<file path="src/rtl/clk_pwmdiv_pkg.sv">
// Shared types and helpers for the multi-channel clock divider / PWM generator.
package clk_pwmdiv_pkg;

  typedef enum logic [0:0] {
    CH_IDLE,
    CH_RUN
  } ch_state_e;

  // Width of the channel-select field; never narrower than one bit.
  function automatic int unsigned calc_ch_w(input int unsigned n);
    return (n <= 1) ? 1 : $clog2(n);
  endfunction

endpackage

</file>
<file path="src/rtl/clk_pwmdiv_if.sv">
// Configuration write port: valid/ready handshake carrying channel, period and high time.
interface clk_pwmdiv_if
  import clk_pwmdiv_pkg::*;
#(
  parameter int unsigned WIDTH    = 32,
  parameter int unsigned CHANNELS = 4,
  parameter int unsigned CH_W     = calc_ch_w(CHANNELS)
) ();

  logic             cfg_valid;
  logic             cfg_ready;
  logic [CH_W-1:0]  cfg_ch;
  logic [WIDTH-1:0] cfg_period;
  logic [WIDTH-1:0] cfg_high;

  modport master (
    output cfg_valid,
    output cfg_ch,
    output cfg_period,
    output cfg_high,
    input  cfg_ready
  );

  modport slave (
    input  cfg_valid,
    input  cfg_ch,
    input  cfg_period,
    input  cfg_high,
    output cfg_ready
  );

endinterface

</file>
<file path="src/rtl/clk_pwmdiv_ch.sv">
// One divider/PWM channel: period counter, active and pending config, registered output and tick.
module clk_pwmdiv_ch
  import clk_pwmdiv_pkg::*;
#(
  parameter int unsigned WIDTH = 32
) (
  input  logic             clock_in,
  input  logic             reset,
  input  logic             run_req,
  input  logic             wr_en,
  input  logic [WIDTH-1:0] wr_period,
  input  logic [WIDTH-1:0] wr_high,
  output logic             clock_out,
  output logic             period_tick,
  output logic             pend
);

  ch_state_e        state_q, state_d;
  logic [WIDTH-1:0] cnt_q, cnt_d;
  logic [WIDTH-1:0] per_q, per_d;
  logic [WIDTH-1:0] hi_q, hi_d;
  logic [WIDTH-1:0] p_per_q, p_per_d;
  logic [WIDTH-1:0] p_hi_q, p_hi_d;
  logic             pend_q, pend_d;
  logic             out_q, out_d;
  logic             tick_q, tick_d;

  logic             run_cond;
  logic             wrap;
  logic [WIDTH-1:0] hi_eff;

  assign run_cond = run_req & (per_q != '0);
  assign wrap     = (cnt_q == per_q - WIDTH'(1));

  // Next-state: counter advance, wrap-time config swap, output compare.
  always_comb begin
    state_d = state_q;
    cnt_d   = cnt_q;
    per_d   = per_q;
    hi_d    = hi_q;
    p_per_d = p_per_q;
    p_hi_d  = p_hi_q;
    pend_d  = pend_q;
    out_d   = out_q;
    tick_d  = 1'b0;
    hi_eff  = hi_q;
    unique case (state_q)
      CH_IDLE: begin
        out_d = 1'b0;
        if (wr_en) begin
          per_d = wr_period;
          hi_d  = wr_high;
        end
        if (run_cond) begin
          state_d = CH_RUN;
          cnt_d   = '0;
          out_d   = (hi_q != '0);
        end
      end
      CH_RUN: begin
        if (!run_cond) begin
          state_d = CH_IDLE;
          cnt_d   = '0;
          out_d   = 1'b0;
          if (pend_q) begin
            per_d  = p_per_q;
            hi_d   = p_hi_q;
            pend_d = 1'b0;
          end else if (wr_en) begin
            // Channel is stopping, so the write lands directly as for an idle channel.
            per_d = wr_period;
            hi_d  = wr_high;
          end
        end else begin
          cnt_d  = wrap ? '0 : cnt_q + WIDTH'(1);
          tick_d = wrap;
          if (wrap && pend_q) begin
            per_d  = p_per_q;
            hi_d   = p_hi_q;
            hi_eff = p_hi_q;
            pend_d = 1'b0;
          end
          // pend is clear whenever a write is accepted, so this never collides with the swap.
          if (wr_en) begin
            p_per_d = wr_period;
            p_hi_d  = wr_high;
            pend_d  = 1'b1;
          end
          out_d = (cnt_d < hi_eff);
        end
      end
      default: state_d = CH_IDLE;
    endcase
  end

  // State register with asynchronous clear.
  always_ff @(posedge clock_in or posedge reset) begin
    if (reset) begin
      state_q <= CH_IDLE;
      cnt_q   <= '0;
      per_q   <= '0;
      hi_q    <= '0;
      p_per_q <= '0;
      p_hi_q  <= '0;
      pend_q  <= 1'b0;
      out_q   <= 1'b0;
      tick_q  <= 1'b0;
    end else begin
      state_q <= state_d;
      cnt_q   <= cnt_d;
      per_q   <= per_d;
      hi_q    <= hi_d;
      p_per_q <= p_per_d;
      p_hi_q  <= p_hi_d;
      pend_q  <= pend_d;
      out_q   <= out_d;
      tick_q  <= tick_d;
    end
  end

  assign clock_out   = out_q;
  assign period_tick = tick_q;
  assign pend        = pend_q;

endmodule

</file>
<file path="src/rtl/clk_pwmdiv.sv">
// Multi-channel clock divider / PWM generator with double-buffered configuration.
module clk_pwmdiv
  import clk_pwmdiv_pkg::*;
#(
  parameter int unsigned WIDTH    = 32,
  parameter int unsigned CHANNELS = 4,
  parameter int unsigned CH_W     = calc_ch_w(CHANNELS)
) (
  input  logic                clock_in,
  input  logic                reset,
  input  logic                enable,
  input  logic [CHANNELS-1:0] ch_enable,
  clk_pwmdiv_if.slave         cfg,
  output logic [CHANNELS-1:0] clock_out,
  output logic [CHANNELS-1:0] period_tick,
  output logic [WIDTH-1:0]    n_clks
);

  logic [CHANNELS-1:0] pend;
  logic [CHANNELS-1:0] wr_en;
  logic                ready;
  logic [WIDTH-1:0]    n_clks_q;

  // Ready decode: out-of-range channels never match, so ready stays low for them.
  always_comb begin
    ready = 1'b0;
    for (int i = 0; i < CHANNELS; i++) begin
      if (cfg.cfg_ch == CH_W'(i)) ready = ~pend[i];
    end
  end

  assign cfg.cfg_ready = ready;

  // Write-enable fan-out to the addressed channel.
  always_comb begin
    wr_en = '0;
    for (int i = 0; i < CHANNELS; i++) begin
      wr_en[i] = cfg.cfg_valid & ready & (cfg.cfg_ch == CH_W'(i));
    end
  end

  // Free-running debug counter of enabled edges.
  always_ff @(posedge clock_in or posedge reset) begin
    if (reset) n_clks_q <= '0;
    else if (enable) n_clks_q <= n_clks_q + WIDTH'(1);
  end

  assign n_clks = n_clks_q;

  for (genvar g = 0; g < CHANNELS; g++) begin : g_ch
    clk_pwmdiv_ch #(
      .WIDTH(WIDTH)
    ) u_ch (
      .clock_in   (clock_in),
      .reset      (reset),
      .run_req    (enable & ch_enable[g]),
      .wr_en      (wr_en[g]),
      .wr_period  (cfg.cfg_period),
      .wr_high    (cfg.cfg_high),
      .clock_out  (clock_out[g]),
      .period_tick(period_tick[g]),
      .pend       (pend[g])
    );
  end

endmodule

</file>
<file path="src/flat_wrapper.sv">
// flat-port wrapper written by rule: the top's interface ports become plain ports
module clk_pwmdiv_flat import clk_pwmdiv_pkg::*;
#(
  parameter int unsigned WIDTH    = 32,
  parameter int unsigned CHANNELS = 4,
  parameter int unsigned CH_W     = calc_ch_w(CHANNELS)
)
  (clock_in, reset, enable, ch_enable, clock_out, period_tick, n_clks, cfg_cfg_valid, cfg_cfg_ch, cfg_cfg_period, cfg_cfg_high, cfg_cfg_ready);
  clk_pwmdiv_if #(.WIDTH(WIDTH), .CHANNELS(CHANNELS), .CH_W(CH_W)) cfg_i ();
  input  logic clock_in;
  input  logic reset;
  input  logic enable;
  input  logic [CHANNELS-1:0] ch_enable;
  output logic [CHANNELS-1:0] clock_out;
  output logic [CHANNELS-1:0] period_tick;
  output logic [WIDTH-1:0] n_clks;
  input wire logic [$bits(cfg_i.cfg_valid)-1:0] cfg_cfg_valid;
  input wire logic [$bits(cfg_i.cfg_ch)-1:0] cfg_cfg_ch;
  input wire logic [$bits(cfg_i.cfg_period)-1:0] cfg_cfg_period;
  input wire logic [$bits(cfg_i.cfg_high)-1:0] cfg_cfg_high;
  output wire logic [$bits(cfg_i.cfg_ready)-1:0] cfg_cfg_ready;
  assign cfg_i.cfg_valid = cfg_cfg_valid;
  assign cfg_i.cfg_ch = cfg_cfg_ch;
  assign cfg_i.cfg_period = cfg_cfg_period;
  assign cfg_i.cfg_high = cfg_cfg_high;
  assign cfg_cfg_ready = cfg_i.cfg_ready;
  clk_pwmdiv #(.WIDTH(WIDTH), .CHANNELS(CHANNELS), .CH_W(CH_W)) u_core (.clock_in(clock_in), .reset(reset), .enable(enable), .ch_enable(ch_enable), .cfg(cfg_i), .clock_out(clock_out), .period_tick(period_tick), .n_clks(n_clks));
endmodule
</file>
<file path="config.mk">
export PLATFORM = sky130hd
export DESIGN_NAME = clk_pwmdiv_flat
export DESIGN_NICKNAME = d
export VERILOG_FILES = /design/src/rtl/clk_pwmdiv_pkg.sv /design/src/rtl/clk_pwmdiv_if.sv /design/src/rtl/clk_pwmdiv_ch.sv /design/src/rtl/clk_pwmdiv.sv /design/src/flat_wrapper.sv
export SDC_FILE = /design/constraint.sdc
export NUM_CORES = 2
export LEC_CHECK = 0
export CORE_UTILIZATION = 60
export CTS_BUF_LIST = sky130_fd_sc_hd__clkbuf_8
export CTS_CLUSTER_SIZE = 24
export DETAILED_ROUTE_END_ITERATION = 6
export DONT_BUFFER_PORTS = 1
export PLACE_DENSITY = 0.76
export SLEW_MARGIN = 10
export SYNTH_ARGS = -nofsm -noshare
export SYNTH_HDL_FRONTEND = slang
export SYNTH_SLANG_ARGS = --single-unit
</file>
<file path="constraint.sdc">
create_clock -name clock_in -period 32.7 [get_ports clock_in]
set_clock_uncertainty 0.15 [all_clocks]
set_input_delay 6.54 -clock clock_in [delete_from_list [all_inputs] [get_ports clock_in]]
set_output_delay 6.54 -clock clock_in [all_outputs]
set_load 0.1 [all_outputs]
</file>
* Yosys cells after proc, flatten, opt, wreduce, memory -nomap -nowiden
Cells that the tools add are included.
** Cells by class
- $add $sub $neg :: 9
- $lt $le $gt $ge :: 4
- Equality and inequality tests :: 19
- Multiplexer cells :: 104
- Bitwise logic cells :: 21
- Reduce and logical (&&, ||, !) cells :: 21
** Operator list (count)
- 32-bit 2-to-1 mux :: 52
- 32-bit one-hot mux with 2 select lines :: 12
- 32-bit nonzero test :: 8
- 32-bit by 1-bit adder with 32-bit output, second input constant :: 5
- 32-bit == test :: 4
- 32-bit less-than comparator :: 4
- 32-bit by 1-bit subtractor with 32-bit output, second input constant :: 4
- 1-bit 2-to-1 mux :: 36
- 3-bit by 2-bit != test with 1-bit output, second input constant :: 8
- 1-bit AND :: 13
- 3-bit AND reduction :: 4
- 2-bit != test, second input constant :: 4
- 1-bit NOT :: 8
- 1-bit one-hot mux with 2 select lines :: 4
- 2-bit AND reduction :: 4
- 2-bit == test, second input constant :: 2
- 1-bit logical AND :: 4
- 2-bit by 1-bit == test with 1-bit output, second input constant :: 1
- 2-bit logical NOT :: 1
** Word-level totals
- Bits in registers :: 688
- Output and inout bits :: 41

* Logic depth before layout (Yosys ltp)
- Depth after elaboration :: 11
- Gate-level depth with buffers :: 23

* By module
From an unflattened synthesis, not the netlist that was laid out.
** Unflattened totals
- Cells, all modules :: 3919
- Area, all modules :: 41564.9 sq um
** By module, submodules not included
- clk_pwmdiv_ch (u_core.g_ch[0].u_ch ...) :: times used 2, cells an instance 980, area each 10338.7 sq um, seq. area each 4103.9 sq um
- clk_pwmdiv_ch (u_core.g_ch[3].u_ch) :: times used 1, cells an instance 931, area each 9691.8 sq um, seq. area each 4103.9 sq um
- clk_pwmdiv_ch (u_core.g_ch[2].u_ch) :: times used 1, cells an instance 888, area each 9619.2 sq um, seq. area each 4103.9 sq um
- clk_pwmdiv :: times used 1, cells an instance 140, area each 1576.5 sq um, seq. area each 800.8 sq um

* Worst setup path after synthesis
No wires, ideal clock.
- Path type :: input to output
- Start :: input port cfg_cfg_ch[1]
- End :: output port cfg_cfg_ready
- Data arrival time :: 7.290 ns
- Data required time :: 26.010 ns
- Slack :: 18.720 ns
- Stages :: 1
- Path through :: mux4_2
** On the way
- Cells in the longest elaborated chain, start to end :: 5
- Elaborated cells between the ends (all ways) :: 8
- Classes of those cells :: eq/ne: 3; mux: 4; reduce/logical: 1
** Ends and longest elaborated chain
- from (decl) :: RTL line flat_wrapper.sv:18 : input wire logic [$bits(cfg_i.cfg_ch)-1:0] cfg_cfg_ch;
- 2-bit logical NOT :: RTL line clk_pwmdiv.sv:28 : if (cfg.cfg_ch == CH_W'(i)) ready = ~pend[i];
- 1-bit 2-to-1 mux (3 in a row) :: RTL line clk_pwmdiv.sv:28
- 1-bit 2-to-1 mux (*) :: RTL line clk_pwmdiv.sv:28
- to (decl) :: RTL line flat_wrapper.sv:21 : output wire logic [$bits(cfg_i.cfg_ready)-1:0] cfg_cfg_ready;
Every way passes the cells marked *; elsewhere a longest branch is shown, timed or not.

* Worst setup path after layout
Ends and elaborated chain as after synthesis.

==> reports/qor.csv <==
stage,metric,value,unit
placed_design,dp_hpwl,79050,um
critical_path,cp.buffers_inverters,0,
sta,rsz0062_at_grt,false,
sta,period_needed,14000,ps
critical_path,reg2regPathDepth,18,
critical_path,critPathCaptureType,output port,
clock_tree,postCtsSetupBuffers,0,
sta,tightest_slew,1222,ps
floorplanning,start_util,61.04,%
cells_and_area,most-common-layout-cells,"dfrtp_1, mux2_2, nor2_1",
placed_design,place_ws,18700,ps
logic_synthesis,ys_async_sr_fraction,100.0,%
sta,setup_viol,0,
cells_and_area,layoutNonFillerInstCount,4887,
run_status,outcome,"complete, no violations",
critical_path,startpoint_type,primary input,
clock_tree,ctsHoldBuffers,0,
clock_tree,clockBufferDepth,3,
hold_path,hold_start,u_core.g_ch[3].u_ch.p_hi_q[10],
cells_and_area,final_common_cell,dfrtp_1,
logic_synthesis,postSynthAreaPerCell,10.19,um2
clock_tree,cts_root_buf,clkbuf_8,
grt,grt_pass1_vias,32190,
power,p_int,1.701,mW
logic_synthesis,synth_area_leaders,"dfrtp_1, mux2_2, mux2i_1",
logic_synthesis,synth_cell_types,92,
logic_synthesis,synth_nets,4253,
grt,antenna_found_initial,14,
run,maxCapViolCount,0,
grt,grt_max_degree,115,
sta,hold_viol,0,
sta,fin_hold_ws,345.5,ps
logic_synthesis,ys_warn_count,0,
power,pwr-share-comb,22.2,%
power,clkPwrFrac,31.4,%
detailed_routing,ant_nets,0,
floorplanning,fp-row-count,95,
placed_design,placed_area,41580,um2
floorplanning,core-area,67510,um2
power,swShare,33.64,%
sta,relSlewSlack,17.95,%
grt,grt.total_usage,34.79,%
clock_tree,clk_pin_slew,60,ps
detailed_routing,vias,33280,
critical_path,path_cells,mux4_2,
critical_path,critPathArrivalTime,7310,ps
hold_path,whs_path_depth,1,
sta,post-route-period-util,42.83,%
critical_path,worstPathMaxFanout,6,
detailed_routing,drc,0,
power,switchingPower,0.8621,mW
cells_and_area,final_nets,4125,
power,vdd_drop_max,50.50,uV
critical_path,crit_path_top_delay_cell,mux4_2,
logic_synthesis,synthCells,4046,
floorplanning,die_w,264.1,um
critical_path,max_stage_delay,760,ps
clock_tree,cts_buffers,115,
cells_and_area,final_area,44000,um2
detailed_routing,wl_per_cell,24.89,um
power,leakagePower,20.14,nW
logic_synthesis,ys_dominant_reg_cell,dfrtp_1,
detailed_routing,dr.pass1.iters,5,
critical_path,required,26010,ps
detailed_routing,drtIter0Drc,3107,
hold_path,hold_end,u_core.g_ch[3].u_ch.hi_q[10],
clock_tree,clkSinkCount,688,
logic_synthesis,synth_edf_count,0,
sta,setup_tns,0,ps
critical_path,cp-startpoint,cfg_cfg_ch[1],
sta,max_freq,0.07141,GHz
placed_design,port_buffers,0,
grt,grt-ovfl-total,0,
sta,setup_slack,18700,ps
detailed_routing,vias_per_cell,6.810,
floorplanning,die-area,69740,um2
cells_and_area,final_layout_size_suffix_gt1_share,14.64,%
logic_synthesis,synth_top_cell_by_area,dfrtp_1,
clock_tree,insertion_delay,750,ps
critical_path,cp_top_family,multiplexers,
clock_tree,cts_resized,0,
critical_path,rrSetupSlack,26260,ps
clock_tree,cts_tree,done,
critical_path,criticalPathCategory,primary input to output port,
hold_path,hp-class,flop to flop,
logic_synthesis,syn_area,41210,um2
sta,finalMaxSlewViolations,0,
logic_synthesis,synth_top_area_share,41.78,%
placed_design,place_congestion,0.9485,
floorplanning,fp.dieH,264.1,um
clock_tree,h-tree-depth,3,
floorplanning,ios,115,
power,p_per_area,58.24,nW/um2
power,pwr-share-seq,46.3,%
detailed_routing,wirelength,121700,um
critical_path,timing.rr.start,u_core.g_ch[3].u_ch.per_q[0],
placed_design,placed_cells,4674,
cells_and_area,syn_to_final_growth,6.768,%
logic_synthesis,synth.yosys.seq_area_share,41.78,%
critical_path,r2r-end,u_core.g_ch[3].u_ch.clock_out,
logic_synthesis,ys_ff_latch,688,
grt,grt_pass1_wl,187800,um
## how the worst max path moves through the flow
stage	end	slack, ps	depth (start not counted)
2_1_floorplan	u_core.g_ch[0].u_ch.clock_out	6720	1
3_3_place_gp	cfg_cfg_ready	18700	1
3_5_place_dp	cfg_cfg_ready	18700	1
4_1_cts	cfg_cfg_ready	18700	1
5_1_grt	cfg_cfg_ready	18700	1
6_report	cfg_cfg_ready	18700	1
## cells by family after synthesis
kind of cell             after synthesis  synth area share, %
XOR/XNOR                             282                6.060
buffers and inverters                377                3.801
AND/OR/NAND/NOR                     1203                16.01
adder cells (fa/ha/maj)              134                4.062
AO/OA/AOI/OAI                        931                17.00
flip-flops                           688                41.78
multiplexers                         431                11.29
## power groups by stage
stage          clock network [mW]  registers [mW]  logic (mW)
2_1_floorplan                   0            1.13       0.480
3_3_place_gp                    0            1.19       0.545
3_5_place_dp                    0            1.19       0.562
4_1_cts                     0.816            1.18       0.564
5_1_grt                     0.854            1.20       0.627
6_report                    0.805            1.19       0.570
## sequential cells by signal, indices dropped and copies added, names as in the netlist
signal and count:
u_core.g_ch.u_ch.cnt_q 128, u_core.g_ch.u_ch.hi_q 128, u_core.g_ch.u_ch.p_hi_q 128, u_core.g_ch.u_ch.p_per_q 128, u_core.g_ch.u_ch.per_q 128, u_core.n_clks 32, u_core.g_ch.u_ch.clock_out 4, u_core.g_ch.u_ch.pend 4
u_core.g_ch.u_ch.period_tick 4, u_core.g_ch.u_ch.state_q 4
## metrics by stage
stage / power [mW] / util (%)
finish: 2.563 / 65.17
global route: 2.686 / 65.15
CTS: 2.561 / 65.14
detailed placement: 1.755 / 61.59
global placement: 1.734 / 61.59
floorplan: 1.606 / -
## layout make-up
| class | count | area [um2] |
|---|---|---|
| fillers | 5402 | 23520 |
| multi-input cells | 2981 | 22550 |
| flip-flops and latches | 688 | 17220 |
| clock buffers | 138 | 1899 |
| well taps | 873 | 1092 |
| clock inverters | 70 | 500.5 |
| repair buffers | 59 | 442.9 |
| inverters | 73 | 281.5 |
| diodes | 5 | 12.51 |
## per-layer routing
metal | GRT usage (%) | part of all wire [%]
met5 | 0 | 0
met4 | 22.31 | 6.6
met3 | 7.327 | 7.9
met2 | 51.64 | 44
met1 | 46.38 | 42
## cells in the mapped netlist (117+ instances only)
| cell | count |
|---|---|
| dfrtp_1 | 688 |
| mux2_2 | 259 |
| nor2_1 | 232 |
| clkbuf_1 | 228 |
| nand2_1 | 180 |
| and3_1 | 173 |
| mux2i_1 | 171 |
| xnor2_1 | 160 |
| a21oi_1 | 157 |
| ha_1 | 133 |
| xor2_1 | 120 |
| nand3_1 | 117 |
Power figures use the tool's default switching activity.
